==> src/rtl/spi_frame_tx_if.sv <==
// Host-side bundle for spi_frame_tx: command-word push handshake plus the SPI pins and status.
interface spi_frame_tx_if #(
  parameter int FIFO_DEPTH = 4
);
  localparam int LW = $clog2(FIFO_DEPTH) + 1;

  logic          wr_valid;
  logic [15:0]   wr_data;
  logic          wr_ready;
  logic          sck;
  logic          sdo;
  logic          cs_n;
  logic          busy;
  logic          frame_done;
  logic [LW-1:0] fifo_level;

  modport master (
    output wr_valid, wr_data,
    input  wr_ready, sck, sdo, cs_n, busy, frame_done, fifo_level
  );

  modport slave (
    input  wr_valid, wr_data,
    output wr_ready, sck, sdo, cs_n, busy, frame_done, fifo_level
  );
endinterface

==> src/rtl/spi_frame_tx.sv <==
// SPI mode-0 master: buffers 16-bit command words in a small FIFO and shifts each
// one out MSB first inside its own cs_n low window.
module spi_frame_tx #(
  parameter int HALF_PERIOD = 2,
  parameter int GAP_CYCLES  = 4,
  parameter int FIFO_DEPTH  = 4
) (
  input logic           clk,
  input logic           rst_n,
  spi_frame_tx_if.slave bus
);
  localparam int AW = $clog2(FIFO_DEPTH);
  localparam int LW = AW + 1;
  localparam logic [7:0]    HP_LAST  = 8'(HALF_PERIOD - 1);
  localparam logic [7:0]    GAP_LAST = 8'(GAP_CYCLES - 1);
  localparam logic [LW-1:0] LVL_FULL = LW'(FIFO_DEPTH);

  typedef enum logic [2:0] {IDLE, SETUP, SHIFT, HOLD, GAP} state_t;

  state_t        state, state_d;
  logic [15:0]   mem [FIFO_DEPTH];
  logic [AW-1:0] wr_ptr, rd_ptr;
  logic [LW-1:0] level;
  logic          push, pop;

  logic [7:0]  timer, timer_d;
  logic [4:0]  bit_cnt, bit_cnt_d;
  logic [15:0] shreg, shreg_d;
  logic        sck_r, sck_d;
  logic        cs_n_r, cs_n_d;
  logic        sdo_r, sdo_d;
  logic        fd_r, fd_d;
  logic        timer_done;

  // wr_ready looks only at the registered level, so a same-cycle pop never frees a slot early
  assign bus.wr_ready   = (level != LVL_FULL);
  assign push           = bus.wr_valid && bus.wr_ready;
  assign bus.fifo_level = level;
  assign bus.sck        = sck_r;
  assign bus.sdo        = sdo_r;
  assign bus.cs_n       = cs_n_r;
  assign bus.frame_done = fd_r;
  assign bus.busy       = (state != IDLE) || (level != '0);

  always_ff @(posedge clk) begin
    if (!rst_n) begin
      wr_ptr <= '0;
      rd_ptr <= '0;
      level  <= '0;
    end else begin
      if (push) wr_ptr <= wr_ptr + 1'b1;
      if (pop)  rd_ptr <= rd_ptr + 1'b1;
      case ({push, pop})
        2'b10:   level <= level + 1'b1;
        2'b01:   level <= level - 1'b1;
        default: level <= level;
      endcase
    end
  end

  always_ff @(posedge clk) begin
    if (push) mem[wr_ptr] <= bus.wr_data;
  end

  assign timer_done = (timer == ((state == GAP) ? GAP_LAST : HP_LAST));

  always_comb begin
    state_d   = state;
    timer_d   = timer + 8'd1;
    bit_cnt_d = bit_cnt;
    shreg_d   = shreg;
    sck_d     = sck_r;
    cs_n_d    = cs_n_r;
    sdo_d     = sdo_r;
    fd_d      = 1'b0;
    pop       = 1'b0;
    case (state)
      IDLE: begin
        timer_d = '0;
        if (level != '0) begin
          pop       = 1'b1;
          shreg_d   = mem[rd_ptr];
          sdo_d     = mem[rd_ptr][15];
          cs_n_d    = 1'b0;
          bit_cnt_d = '0;
          state_d   = SETUP;
        end
      end
      SETUP: begin
        if (timer_done) begin
          timer_d = '0;
          sck_d   = 1'b1;
          state_d = SHIFT;
        end
      end
      SHIFT: begin
        if (timer_done) begin
          timer_d = '0;
          if (sck_r) begin
            sck_d     = 1'b0;
            bit_cnt_d = bit_cnt + 5'd1;
            // bit 0 stays on sdo through its low half and HOLD
            if (bit_cnt != 5'd15) begin
              shreg_d = {shreg[14:0], 1'b0};
              sdo_d   = shreg[14];
            end
          end else if (bit_cnt == 5'd16) begin
            state_d = HOLD;
          end else begin
            sck_d = 1'b1;
          end
        end
      end
      HOLD: begin
        if (timer_done) begin
          timer_d = '0;
          cs_n_d  = 1'b1;
          sdo_d   = 1'b0;
          fd_d    = 1'b1;
          state_d = GAP;
        end
      end
      GAP: begin
        if (timer_done) begin
          timer_d = '0;
          state_d = IDLE;
        end
      end
      default: state_d = IDLE;
    endcase
  end

  always_ff @(posedge clk) begin
    if (!rst_n) begin
      state   <= IDLE;
      timer   <= '0;
      bit_cnt <= '0;
      sck_r   <= 1'b0;
      cs_n_r  <= 1'b1;
      sdo_r   <= 1'b0;
      fd_r    <= 1'b0;
    end else begin
      state   <= state_d;
      timer   <= timer_d;
      bit_cnt <= bit_cnt_d;
      sck_r   <= sck_d;
      cs_n_r  <= cs_n_d;
      sdo_r   <= sdo_d;
      fd_r    <= fd_d;
    end
  end

  always_ff @(posedge clk) begin
    shreg <= shreg_d;
  end
endmodule

==> src/flat_wrapper.sv <==
// flat-port wrapper written by rule: the top's interface ports become plain ports
module spi_frame_tx_flat 
#(
  parameter int HALF_PERIOD = 2,
  parameter int GAP_CYCLES  = 4,
  parameter int FIFO_DEPTH  = 4
)
  (clk, rst_n, bus_wr_valid, bus_wr_data, bus_wr_ready, bus_sck, bus_sdo, bus_cs_n, bus_busy, bus_frame_done, bus_fifo_level);
  spi_frame_tx_if #(.FIFO_DEPTH(FIFO_DEPTH)) bus_i ();
  input logic clk;
  input logic rst_n;
  input wire logic [$bits(bus_i.wr_valid)-1:0] bus_wr_valid;
  input wire logic [$bits(bus_i.wr_data)-1:0] bus_wr_data;
  output wire logic [$bits(bus_i.wr_ready)-1:0] bus_wr_ready;
  output wire logic [$bits(bus_i.sck)-1:0] bus_sck;
  output wire logic [$bits(bus_i.sdo)-1:0] bus_sdo;
  output wire logic [$bits(bus_i.cs_n)-1:0] bus_cs_n;
  output wire logic [$bits(bus_i.busy)-1:0] bus_busy;
  output wire logic [$bits(bus_i.frame_done)-1:0] bus_frame_done;
  output wire logic [$bits(bus_i.fifo_level)-1:0] bus_fifo_level;
  assign bus_i.wr_valid = bus_wr_valid;
  assign bus_i.wr_data = bus_wr_data;
  assign bus_wr_ready = bus_i.wr_ready;
  assign bus_sck = bus_i.sck;
  assign bus_sdo = bus_i.sdo;
  assign bus_cs_n = bus_i.cs_n;
  assign bus_busy = bus_i.busy;
  assign bus_frame_done = bus_i.frame_done;
  assign bus_fifo_level = bus_i.fifo_level;
  spi_frame_tx #(.HALF_PERIOD(HALF_PERIOD), .GAP_CYCLES(GAP_CYCLES), .FIFO_DEPTH(FIFO_DEPTH)) u_core (.clk(clk), .rst_n(rst_n), .bus(bus_i));
endmodule
==> config.mk <==
export PLATFORM = sky130hd
export DESIGN_NAME = spi_frame_tx_flat
export DESIGN_NICKNAME = d
export VERILOG_FILES = /design/src/rtl/spi_frame_tx_if.sv /design/src/rtl/spi_frame_tx.sv /design/src/flat_wrapper.sv
export SDC_FILE = /design/constraint.sdc
export NUM_CORES = 1
export LEC_CHECK = 0
export ABC_AREA = 1
export CAP_MARGIN = 25
export CORE_MARGIN = 4
export CORE_UTILIZATION = 40
export DETAILED_ROUTE_END_ITERATION = 6
export PLACE_DENSITY = 0.68
export SETUP_SLACK_MARGIN = 0.02
export SYNTH_ARGS = -nofsm -noshare
export SYNTH_HDL_FRONTEND = slang
export SYNTH_SLANG_ARGS = --single-unit
==> constraint.sdc <==
create_clock -name clk -period 5.4 [get_ports clk]
set_input_delay 0.54 -clock clk [delete_from_list [all_inputs] [get_ports clk]]
set_output_delay 0.54 -clock clk [all_outputs]
set_load 0.005 [all_outputs]
==> results of run 1 <==
per-stage QoR:
| step | setup WS, ns | power, mW | utilization | std cells | cell area [µm²] |
|---|---|---|---|---|---|
| floorplan | 3.34 | 1.77 | - | 425 | 4520 |
| CTS | 3.01 | 2.65 | 0.478 | 599 | 5230 |
| global placement | 3.04 | 1.99 | 0.452 | 583 | 4950 |
| finish | 3.04 | 2.62 | 0.478 | 599 | 5230 |
| detailed placement | 2.96 | 2.02 | 0.452 | 583 | 4950 |
| global route | 2.87 | 2.82 | 0.478 | 599 | 5230 |
cell usage in the layout (no fill, tap or decap), drive strengths merged:
master and instances:
a21oi 20, a31oi 15, buf 6, clkbuf 9, clkdlybuf4s50 27, clkinv 3, dfxtp 29, edfxtp 79
fa 1, ha 9, inv 40, nand2 37, nand3 18, nand3b 1, nand4 4, nor2 105
nor3 1, nor3b 2, nor4 1, o21ai 45, o22ai 2, or2 1, xnor2 1, xor2 3
flip-flops by register name, indices dropped and copies added (netlist names), named ones only:
signal,count
u_core.mem,64
u_core.bus.fifo_level,3
u_core.bus.frame_done,1
u_core.bus.sck,1
u_core.timer,8
u_core.state,3
u_core.shreg,15
u_core.bit_cnt,5
u_core.bus.cs_n,1
u_core.rd_ptr,2
u_core.bus.sdo,1
u_core.wr_ptr,2
worst min path at each step:
stage               slack, ns              end  cells past startpoint        startpoint
global route             0.48  u_core.timer[0]                      1   u_core.timer[0]
finish                   0.47         register                      2  u_core.rd_ptr[1]
floorplan                0.43  u_core.timer[0]                      1   u_core.timer[0]
detailed placement       0.46  u_core.timer[0]                      1   u_core.timer[0]
CTS                      0.47  u_core.timer[0]                      1   u_core.timer[0]
global placement         0.45  u_core.timer[0]                      1   u_core.timer[0]
per-layer routing:
metal	part of all wire	up-vias	GRT usage
li1	-	1513	-
met1	0.45	1424	0.168
met2	0.49	59	0.238
met3	0.041	13	0.0396
met4	0.015	0	0.0515
met5	0	-	0
logic make-up after synthesis:
logic type      after synthesis
simple gates                170
fa+ha+maj                    10
buf+inv                      51
flops                       108
xor+xnor                      4
compound gates               82
area by class of cell:
cell class,instances,area [µm²]
timing repair buffer,33,315
multi-input combinational,266,1370
sequential,108,2950
tap,140,175
fill,983,5710
clock buffer,9,225
inverter,36,135
clock inverter,7,57.6
worst max-delay path: stages (launching register included):
cell and delay [ns]:
dfxtp_1 0.41, nor2_4 0.20, nand2_2 0.11, nor2_2 0.25, inv_1 0.06, clkdlybuf4s50_1 0.44
power by group:
group | internal (mW) | switching [mW] | leakage, nW
Sequential | 1.11 | 0.0749 | 0.966
Combinational | 0.281 | 0.537 | 0.770
Clock | 0.321 | 0.302 | 0.142
==> impl_results.md, run 1 <==
* Io pins at 28
* Largest family of logic cells by synthesized area: simple AND/OR/NAND/NOR gates
* IO buf count at 27
* TritonCTS Buffers at 9
* FF-to-FF path depth at 10
* Core Rows at 38
* H-tree lvl count at 3
* TNS Setup at 0 ns
* Max Slew Vio Count at 0
* Clock latency on the worst-skew pair at 0.35 ns
* Final Hold Vio Count at 0
* CTS Buffer Depth at 2
* Clock Skew at 0.00825 ns
* Mux cell area share after synthesis at 0
* Gr ovfl total at 0
* Compound-Gate Fraction of Synth Area at 0.0980
* WL/cell at 14.1 µm
* Root buffer cell: clkbuf_16
* TritonCTS clock tree: done
* Detailed Place HPWL at 5390 µm
* Yosys reg bits at 108
* Critical Path End: bus_busy
* Number of global-route vias before repair at 2888
* Worst slew pin tran at 0.729 ns
* Core Region at 10900 µm²
* Starting Density at 0.414
* DIE AREA at 13100 µm²
* Status: finished clean
* Primary FF master, synth: edfxtp_1
* Number of flops mapped to enable cells by yosys at 79
* Synth Instances at 425
* Static Leak at 1.88 nW
* Worst-path clk slew at 0.07 ns
* Die X at 114 µm
* Reg2reg setup slack at 3.13 ns
* Commonest cells post-synth: nor2_1, edfxtp_1, o21ai_0, nand2_1, inv_1
* Crit. Startpoint: u_core.state[0]
* Starting DRT DRC Count at 218
* Yosys cell types at 33
* Final setup vio count at 0
* First-pass GRT wire length at 14100 µm
* Area delta synth->final at 15.7%
* Fin crit share at 0.437
* # resized after CTS at 0
* Layout cell share with drive strength beyond 1 at 0.0871
* Maximum clock rate at 424 MHz
* Antenna violations before repair at 0
* CP Launch Type: register
* Adder-cell share of the synthesized area at 0.0293
* Number of hold buffers added after cts at 0
* Worst vdd ir at 0.000300 V
* Reg2reg end: u_core.bus.fifo_level[2]
* FFs w/ async S/R, synth at 0
* Synthesized-area fraction occupied by xor and xnor cells at 0.00775
* PD cells at 502 nW/µm²
* Via/cell ratio at 5.02
* Post-synth top area share at 0.525
* Syn_area_per_cell at 10.6 µm²
* Routed wire length at 8420 µm
* Clk sinks at 108
* DRC Markers at 0
* Seq/Total Area, Yosys at 0.653
* GP Congestion at 0.875
* CP required at 4.86 ns
* CP Data Arrival Time at 1.82 ns
* Die Y at 114 µm
* Critical R2R Launch: u_core.state[0]
* Minimum hold slack at 0.468 ns
* Fin nets at 483
* Hold Crit Class: reg -> reg
* Rel. slew slack at 0.513
* Post-route minimum period at 2.36 ns
* DR vias at 3009
* Pin count of the biggest net entering global routing at 34
* Antenna Violating Nets Remaining at 0
* Kind of critical path: reg -> out
* Post-Synth Simple-Gate Area at 0.168
* Synthesized area at 4520 µm²
* Pre-Repair DR Iteration Count at 4
* Yosys Warn Count at 0
* Crit-path max FO at 7
* Postcts setup bufs at 0
* Diode count at 0
* Mapped Nets at 454
* Largest cells by area after synthesis: edfxtp_1, dfxtp_1, nor2_1
* Synth area leader: edfxtp_1
* Aggregate global-route resource usage at 0.140
* Setup crit end kind: output port
* Max-cap viol count at 0
* Count leader, synth: nor2_1
* RSZ-0062 raised after global routing: no
No activity file was read; power rests on OpenSTA's default activity.
==> run 2, diff against run 1 <==
==> constraint.sdc (replaced) <==
create_clock -name clk -period 2.2 [get_ports clk]
set_input_delay 0.22 -clock clk [delete_from_list [all_inputs] [get_ports clk]]
set_output_delay 0.22 -clock clk [all_outputs]
set_load 0.005 [all_outputs]
==> impl_results.md, run 2 (same netlist as run 1, synthesis figures left out) <==
* Crit-path max FO at 5 (-2)
* Setup crit end kind: register
* Starting DRT DRC Count at 271 (+24%)
* DR vias at 2961 (-1.6%)
* Fin crit share at 0.911
* Worst vdd ir at 0.000589 V (+96%)
* Maximum clock rate at 499 MHz
* Layout cell share with drive strength beyond 1 at 0.0970 (+0.00984)
* WL/cell at 13.9 µm (-0.91%)
* Core Region at 10900 µm² (unchanged)
* Commonest non-fill, non-tap cell in the layout: nor2_1
* Final Hold Vio Count at 0 (unchanged)
* Worst hold path endpoint: u_core.timer[0]
* CTS Buffer Depth at 2 (unchanged)
* CP required at 2.44 ns (-2.42 ns)
* Max Slew Vio Count at 0 (unchanged)
* # resized after CTS at 0 (unchanged)
* TNS Setup at 0 ns (unchanged)
* IO buf count at 27 (unchanged)
* Cell family with most CP delay: adder cells
* Postcts setup bufs at 0 (unchanged)
* Diode count at 0 (unchanged)
* Critical Path Stages at 10 (+5)
* Starting Density at 0.414 (unchanged)
* DP Worst Slack at 0.220 ns (-2.74 ns)
* Critical R2R Launch: u_core.state[1]
* DRC Markers at 0 (unchanged)
* Number of hold buffers added after cts at 0 (unchanged)
* PD cells at 1240 nW/µm² (+150%)
* Via/cell ratio at 4.90 (-2.4%)
* Clock latency on the worst-skew pair at 0.35 ns (about the same)
* Inst Count DP at 588 (+0.86%)
* First-pass GRT wire length at 14000 µm (-1.3%)
* Worst path max stage delay at 0.38 ns (-0.06 ns)
* CP Data Arrival Time at 2.24 ns (+0.42 ns)
* Fin nets at 488 (+1.0%)
* Number of global-route vias before repair at 2877 (-0.38%)
* Crit. Startpoint: u_core.state[1]
* Area delta synth->final at 16.7%
* Final instance area at 5280 µm² (+0.91%)
* Root buffer cell: clkbuf_16
* Pre-Repair DR Iteration Count at 5 (+1)
* FF-to-FF path depth at 10 (unchanged)
* Top Registers: u_core.mem x64, u_core.shreg x15, u_core.timer x8
* Minimum hold slack at 0.465 ns (-0.00304 ns)
* Kind of critical path: reg -> reg
* Worst-path clk slew at 0.08 ns (about the same)
* Antenna Violating Nets Remaining at 0 (unchanged)
* Post-route minimum period at 2.00 ns
* Finished Core Util at 0.483 (+0.00435)
* Die X at 114 µm (unchanged)
* Reg2reg setup slack at 0.20 ns (-2.93 ns)
* Pin count of the biggest net entering global routing at 33 (-2.9%)
* Core Rows at 38 (unchanged)
* Placed Area at 4980 µm² (+0.76%)
* Detailed Place HPWL at 5350 µm (-0.69%)
* Multi-input logic area at 1370 µm² (unchanged)
* RSZ-0062 raised after global routing: no
* Antenna violations before repair at 0 (unchanged)
* Hold_sp: u_core.timer[0]
* Reg2reg end: u_core.bus.fifo_level[2]
* Largest Register: u_core.mem
* GP Congestion at 0.792 (-9.5%)
* Static Leak at 1.90 nW (+1.3%)
* Max-cap viol count at 0 (unchanged)
* Io pins at 28 (unchanged)
* Register area at 2950 µm² (unchanged)
* Clock Skew at 0.0107 ns (+0.00241 ns)
* Hold Crit Class: reg -> reg
* TritonCTS clock tree: done
* Setup ws final at 0.196 ns (-2.84 ns)
* Worst slew pin tran at 0.610 ns (-0.119 ns)
* Clk sinks at 108 (unchanged)
* Non-filler cells in the finished layout at 604 (+0.83%)
* Hold Path Stages at 1 (-1)
* H-tree lvl count at 3 (unchanged)
* Die Y at 114 µm (unchanged)
* Worst-path cell chain: nor2_4 -> nand2_2 -> nor2_1 -> ha_1 -> inv_1 -> fa_1 -> a21oi_1 -> o21ai_0 -> o21ai_0 -> a21oi_1
* Bufs and invs on worst path at 1 (-1)
* Rel. slew slack at 0.593 (+0.0796)
* Status: finished clean
* DIE AREA at 13100 µm² (unchanged)
* TritonCTS Buffers at 9 (unchanged)
* Routed wire length at 8420 µm (about the same)
* Crit path max-delay cell type: fa_1
* Commonest cells after routing, fill and taps aside: nor2_1, edfxtp_1, o21ai_0
* Final setup vio count at 0 (unchanged)
* Fill count at 958 (-2.5%)
* Aggregate global-route resource usage at 0.138 (-0.00146)
* Tot Pwr at 6.52 mW (+150%)
* CP Launch Type: register
* Largest register FFs at 64 (unchanged)
* Gr ovfl total at 0 (unchanged)
==> run 2: changes by cell type in the layout (fill, tap and decap cells not counted) <==
cell        previous run  this run
buf_4                  6        11
clkinv_2               1         0
clkinv_4               1         0
clkinv_8               0         1
clkinvlp_4             0         1
==> run 2: routing by layer <==
metal | global-route usage | vias up | part of all wire | routed length, µm
met2 | 0.241 | 46 | 0.52 | 4360
met1 | 0.165 | 1382 | 0.44 | 3710
met3 | 0.0354 | 4 | 0.033 | 280
met5 | 0 | - | 0 | 0
li1 | - | 1529 | - | -
met4 | 0.0483 | 0 | 0.0076 | 64
==> run 2: layout make-up <==
| cell class | count | area share |
|---|---|---|
| Tap cell | 140 | 0.0332 |
| Clock buffer | 9 | 0.0427 |
| Multi-Input combinational cell | 266 | 0.259 |
| Clock inverter | 7 | 0.0128 |
| Sequential cell | 108 | 0.560 |
| Timing Repair Buffer | 38 | 0.0669 |
| Inverter | 36 | 0.0256 |
==> run 2: worst max-delay path by stage <==
stage	slack (ns)	to
5_1_grt	0.03	u_core.state[1]
3_5_place_dp	0.22	u_core.bus.fifo_level[2]
6_report	0.20	u_core.bus.fifo_level[2]
4_1_cts	0.19	bus_busy
3_3_place_gp	0.27	u_core.bus.fifo_level[2]
2_1_floorplan	0.14	u_core.shreg[0]
==> run 2: where the power goes <==
part / switching (mW) / leakage, nW / internal [mW] / total (mW)
registers: 0.156 / 0.966 / 2.72 / 2.88
logic: 1.34 / 0.795 / 0.726 / 2.06
clock network: 0.784 / 0.141 / 0.799 / 1.58
total: 2.28 / 1.90 / 4.24 / 6.52
==> run 3, diff against run 2 <==
--- a/config.mk
+++ b/config.mk
@@ -9,9 +9,11 @@
 export CAP_MARGIN = 25
 export CORE_MARGIN = 4
 export CORE_UTILIZATION = 40
+export CTS_CLUSTER_SIZE = 10
 export DETAILED_ROUTE_END_ITERATION = 6
 export PLACE_DENSITY = 0.68
 export SETUP_SLACK_MARGIN = 0.02
+export SKIP_LAST_GASP = 1
 export SYNTH_ARGS = -nofsm -noshare
 export SYNTH_HDL_FRONTEND = slang
 export SYNTH_SLANG_ARGS = --single-unit
==> results of run 3 <==
Same layout as run 2: the final DEF is identical, and so are final timing and power.
==> edit 1: new RTL, config.mk and constraints of run 1 <==
`FIFO_DEPTH` is set to 4 in 3 places; all go to 8.
--- a/src/rtl/spi_frame_tx_if.sv
+++ b/src/rtl/spi_frame_tx_if.sv
@@ -1,6 +1,6 @@
 // Host-side bundle for spi_frame_tx: command-word push handshake plus the SPI pins and status.
 interface spi_frame_tx_if #(
-  parameter int FIFO_DEPTH = 4
+  parameter int FIFO_DEPTH = 8
 );
   localparam int LW = $clog2(FIFO_DEPTH) + 1;
 
--- a/src/rtl/spi_frame_tx.sv
+++ b/src/rtl/spi_frame_tx.sv
@@ -3,7 +3,7 @@
 module spi_frame_tx #(
   parameter int HALF_PERIOD = 2,
   parameter int GAP_CYCLES  = 4,
-  parameter int FIFO_DEPTH  = 4
+  parameter int FIFO_DEPTH  = 8
 ) (
   input logic           clk,
   input logic           rst_n,
--- a/src/flat_wrapper.sv
+++ b/src/flat_wrapper.sv
@@ -3,7 +3,7 @@
 #(
   parameter int HALF_PERIOD = 2,
   parameter int GAP_CYCLES  = 4,
-  parameter int FIFO_DEPTH  = 4
+  parameter int FIFO_DEPTH  = 8
 )
   (clk, rst_n, bus_wr_valid, bus_wr_data, bus_wr_ready, bus_sck, bus_sdo, bus_cs_n, bus_busy, bus_frame_done, bus_fifo_level);
   spi_frame_tx_if #(.FIFO_DEPTH(FIFO_DEPTH)) bus_i ();
Ports: changed (resized bus_fifo_level); port bits go from 28 to 29. No check against the original RTL was run, so the function may have changed too.
==> edit 1 against run 1 <==
Total power rose by 56%; die area rose by 54%; routed wire length rose by 78%; design area rose by 59%; count of clock-buffer cells in the layout rose by 10; worst setup slack got worse by 0.015 ns; area after synthesis rose by 58%; sequential cell count rose by 68; critical endpoint unchanged.
==> edit 1: results <==
group,metric,value,unit
layout,largestRegisters,"u_core.mem (128), u_core.shreg (15), u_core.timer (8)",
placed_design,gp_congestion,0.812,
logic_synthesis,synth.top_cells.by_count,"143 x edfxtp_1, 114 x nor2_1, 78 x o21ai_0",
logic_synthesis,synth.distinct_cells,31,
pwr,combPwrFrac,26.1,%
global_routing,grtUsageMet3,3.24,%
global_routing,grt_pass1_vias,4596,
sta,relSlewSlack,34.6,%
routing,wl_met1,6.69,mm
routing,dr.pass1.iters,6,
min_path,hp-start,"u_core.timer[0]$_SDFF_PN0_",
routing,routed-wl-met2,7.32,mm
layout,drive_above_1_share,8.28,%
global_routing,use_met2,25.6,%
outcome,outcome,"completed",
logic_synthesis,synth_area_leaders,"edfxtp_1 60%, dfxtp_1 9.2%, nor2_1 6.0%",
global_routing,grt_max_degree,66,
placed_design,place_inst,857,
logic_synthesis,syn_nets,648,
logic_synthesis,synthCells,620,
logic_synthesis,synth_fa_ha_area_share,1.58,%
pwr,p_leak,2.91,nW
setup_path,cp-startpoint,"u_core.bus.fifo_level[0]$_SDFFE_PN0P_",
layout,area_growth_syn_to_layout,16.4,%
logic_synthesis,ys_seq_area_share,69.3,%
logic_synthesis,synth_compound_area_share,10.8,%
global_routing,gr-usage-met1,19.6,%
placed_design,hpwl,8.54,mm
placed_design,dpl_cell_area,7680,µm²
pwr,internal_power,0.00281,W
sta,fin_skew,0.00897,ns
setup_path,critPathArrivalTime,1.84,ns
pwr,clkPwrFrac,31.2,%
layout,fillers,1511,
logic_synthesis,synth_edf_count,143,
pwr,p_per_area,493,nW/µm²
layout,fin_nets,680,
routing,met3_length,669,µm
setup_path,path_max_fanout,6,
pwr,ir_drop,0.000373,V
-- edit 1: path summary, 6_finish.rpt --
| kind | end | slack (ns) | cells past startpoint |
|---|---|---|---|
| max reg2reg | u_core.shreg[12]$_DFFE_PP_ | 3.04 | 7 |
| max | bus_busy | 3.02 | 5 |
| min | u_core.timer[0]$_SDFF_PN0_ | 0.47 | 1 |
| min reg2reg | u_core.timer[0]$_SDFF_PN0_ | 0.47 | 1 |
-- edit 1: layout make-up --
class / instances / area share, %
clock buffer: 19 / 5.20
clock inverter: 12 / 2.21
inverter: 36 / 1.62
multi-input combinational: 381 / 23.4
sequential: 176 / 59.6
tap: 225 / 3.38
timing repair buffer: 40 / 4.60
-- edit 1: cell families (layout without fill, tap and decap cells) --
| family | after synthesis | in the layout |
|---|---|---|
| AO/OA/AOI/OAI | 131 | 131 |
| flip-flops | 176 | 176 |
| XOR/XNOR | 7 | 7 |
| AND/OR/NAND/NOR | 234 | 234 |
| buffers and inverters | 63 | 107 |
| adder cells (fa/ha/maj) | 9 | 9 |
==> edit 2: new RTL, settings of run 1 <==
Made on the original files. Reset style: asynchronous (`rst_n`), changed in 2 clocked blocks.
--- a/src/rtl/spi_frame_tx.sv
+++ b/src/rtl/spi_frame_tx.sv
@@ -42,7 +42,7 @@
   assign bus.frame_done = fd_r;
   assign bus.busy       = (state != IDLE) || (level != '0);
 
-  always_ff @(posedge clk) begin
+  always_ff @(posedge clk or negedge rst_n) begin
     if (!rst_n) begin
       wr_ptr <= '0;
       rd_ptr <= '0;
@@ -130,7 +130,7 @@
     endcase
   end
 
-  always_ff @(posedge clk) begin
+  always_ff @(posedge clk or negedge rst_n) begin
     if (!rst_n) begin
       state   <= IDLE;
       timer   <= '0;
Formal check against the unedited RTL: differs if rst_n is asserted again (counterexample within 4 cycles, from zero or initial values and one cycle with rst_n low); with rst_n held inactive, the same outputs for 10 cycles.
==> edit 2 against run 1 <==
Sequential cell count shrank 2; register-to-register slack worse by 0.08 ns; area after synthesis is 2.8% higher; design area rose by 3.5%; sequential share of layout area shrank 0.14 points; critical path depth unchanged; routed wire length down 2.4%; via count is 6.2% lower; worst setup slack got worse by 0.052 ns; largest cell class unchanged.
Power is not compared: it rests on default switching activity, and its combinational part moved more than twofold at a synthesized area within 25%.
==> edit 2: results <==
group,metric,value,unit
routing,drt-total-wl,8.22,mm
layout,multi_input_gates,252,
routing,wl_met1,3.67,mm
logic_synthesis,synth.distinct_cells,37,
placed_design,place_inst,568,
sta,fin_skew,0.00752,ns
clock_network,cts_sinks,106,
outcome,outcome,"completed",
setup_path,reg2reg_depth,8,
sta,tightest_slew,0.751,ns
setup_path,reg2reg_to,"u_core.shreg[1]$_DFFE_PP_",
routing,routed-wl-met2,4.10,mm
logic_synthesis,ys_seq_area_share,65.6,%
setup_path,path_max_fanout,5,
sta,fmax,414,MHz
logic_synthesis,synthCells,404,
logic_synthesis,async_flop_share,25.5,%
floorplanning,core.rowCount,39,
setup_path,cpMaxStageDelayCell,"dfrtp_1",
logic_synthesis,synth.top_cells.by_count,"101 x nor2_1, 79 x edfxtp_1, 34 x o21ai_0",
layout,n_all_buffers,34,
layout,fillers,1055,
placed_design,dp_slack,3.01,ns
min_path,hp-start,"u_core.timer[0]$_DFF_PN0_",
routing,met3_length,235,µm
setup_path,critPathArrivalTime,1.87,ns
global_routing,grt_pass1_vias,2909,
logic_synthesis,syn_nets,433,
placed_design,hpwl,5.56,mm
min_path,whs_path_depth,1,
setup_path,cp-startpoint,"u_core.state[0]$_DFFE_PN0P_",
global_routing,grt.total_usage,13.7,%
layout,inverters_excl_clock,33,
edit 2: changes by cell type after synthesis, moves of 4 or more:
| cell | run 1 | this run |
|---|---|---|
| dfrtp_1 | 0 | 26 |
| nand3_1 | 15 | 11 |
| clkbuf_1 | 13 | 6 |
| a21oi_1 | 18 | 7 |
| buf_2 | 1 | 7 |
| o21ai_0 | 42 | 34 |
| nand2_1 | 32 | 28 |
| inv_1 | 31 | 22 |
| o21ai_1 | 2 | 7 |
| dfxtp_1 | 29 | 0 |
| xor2_1 | 3 | 7 |
edit 2: logic make-up (layout without fill, tap and decap cells):
group / after synthesis / after routing / synth area share (%)
and+or+nand+nor: 166 / 166 / 17.5
DFF: 106 / 106 / 65.6
AOI/OAI and AO/OA: 67 / 67 / 8.29
buffers and inverters: 46 / 83 / 4.07
adders and majority gates: 10 / 10 / 2.85
xor gates and xnor gates: 9 / 9 / 1.70
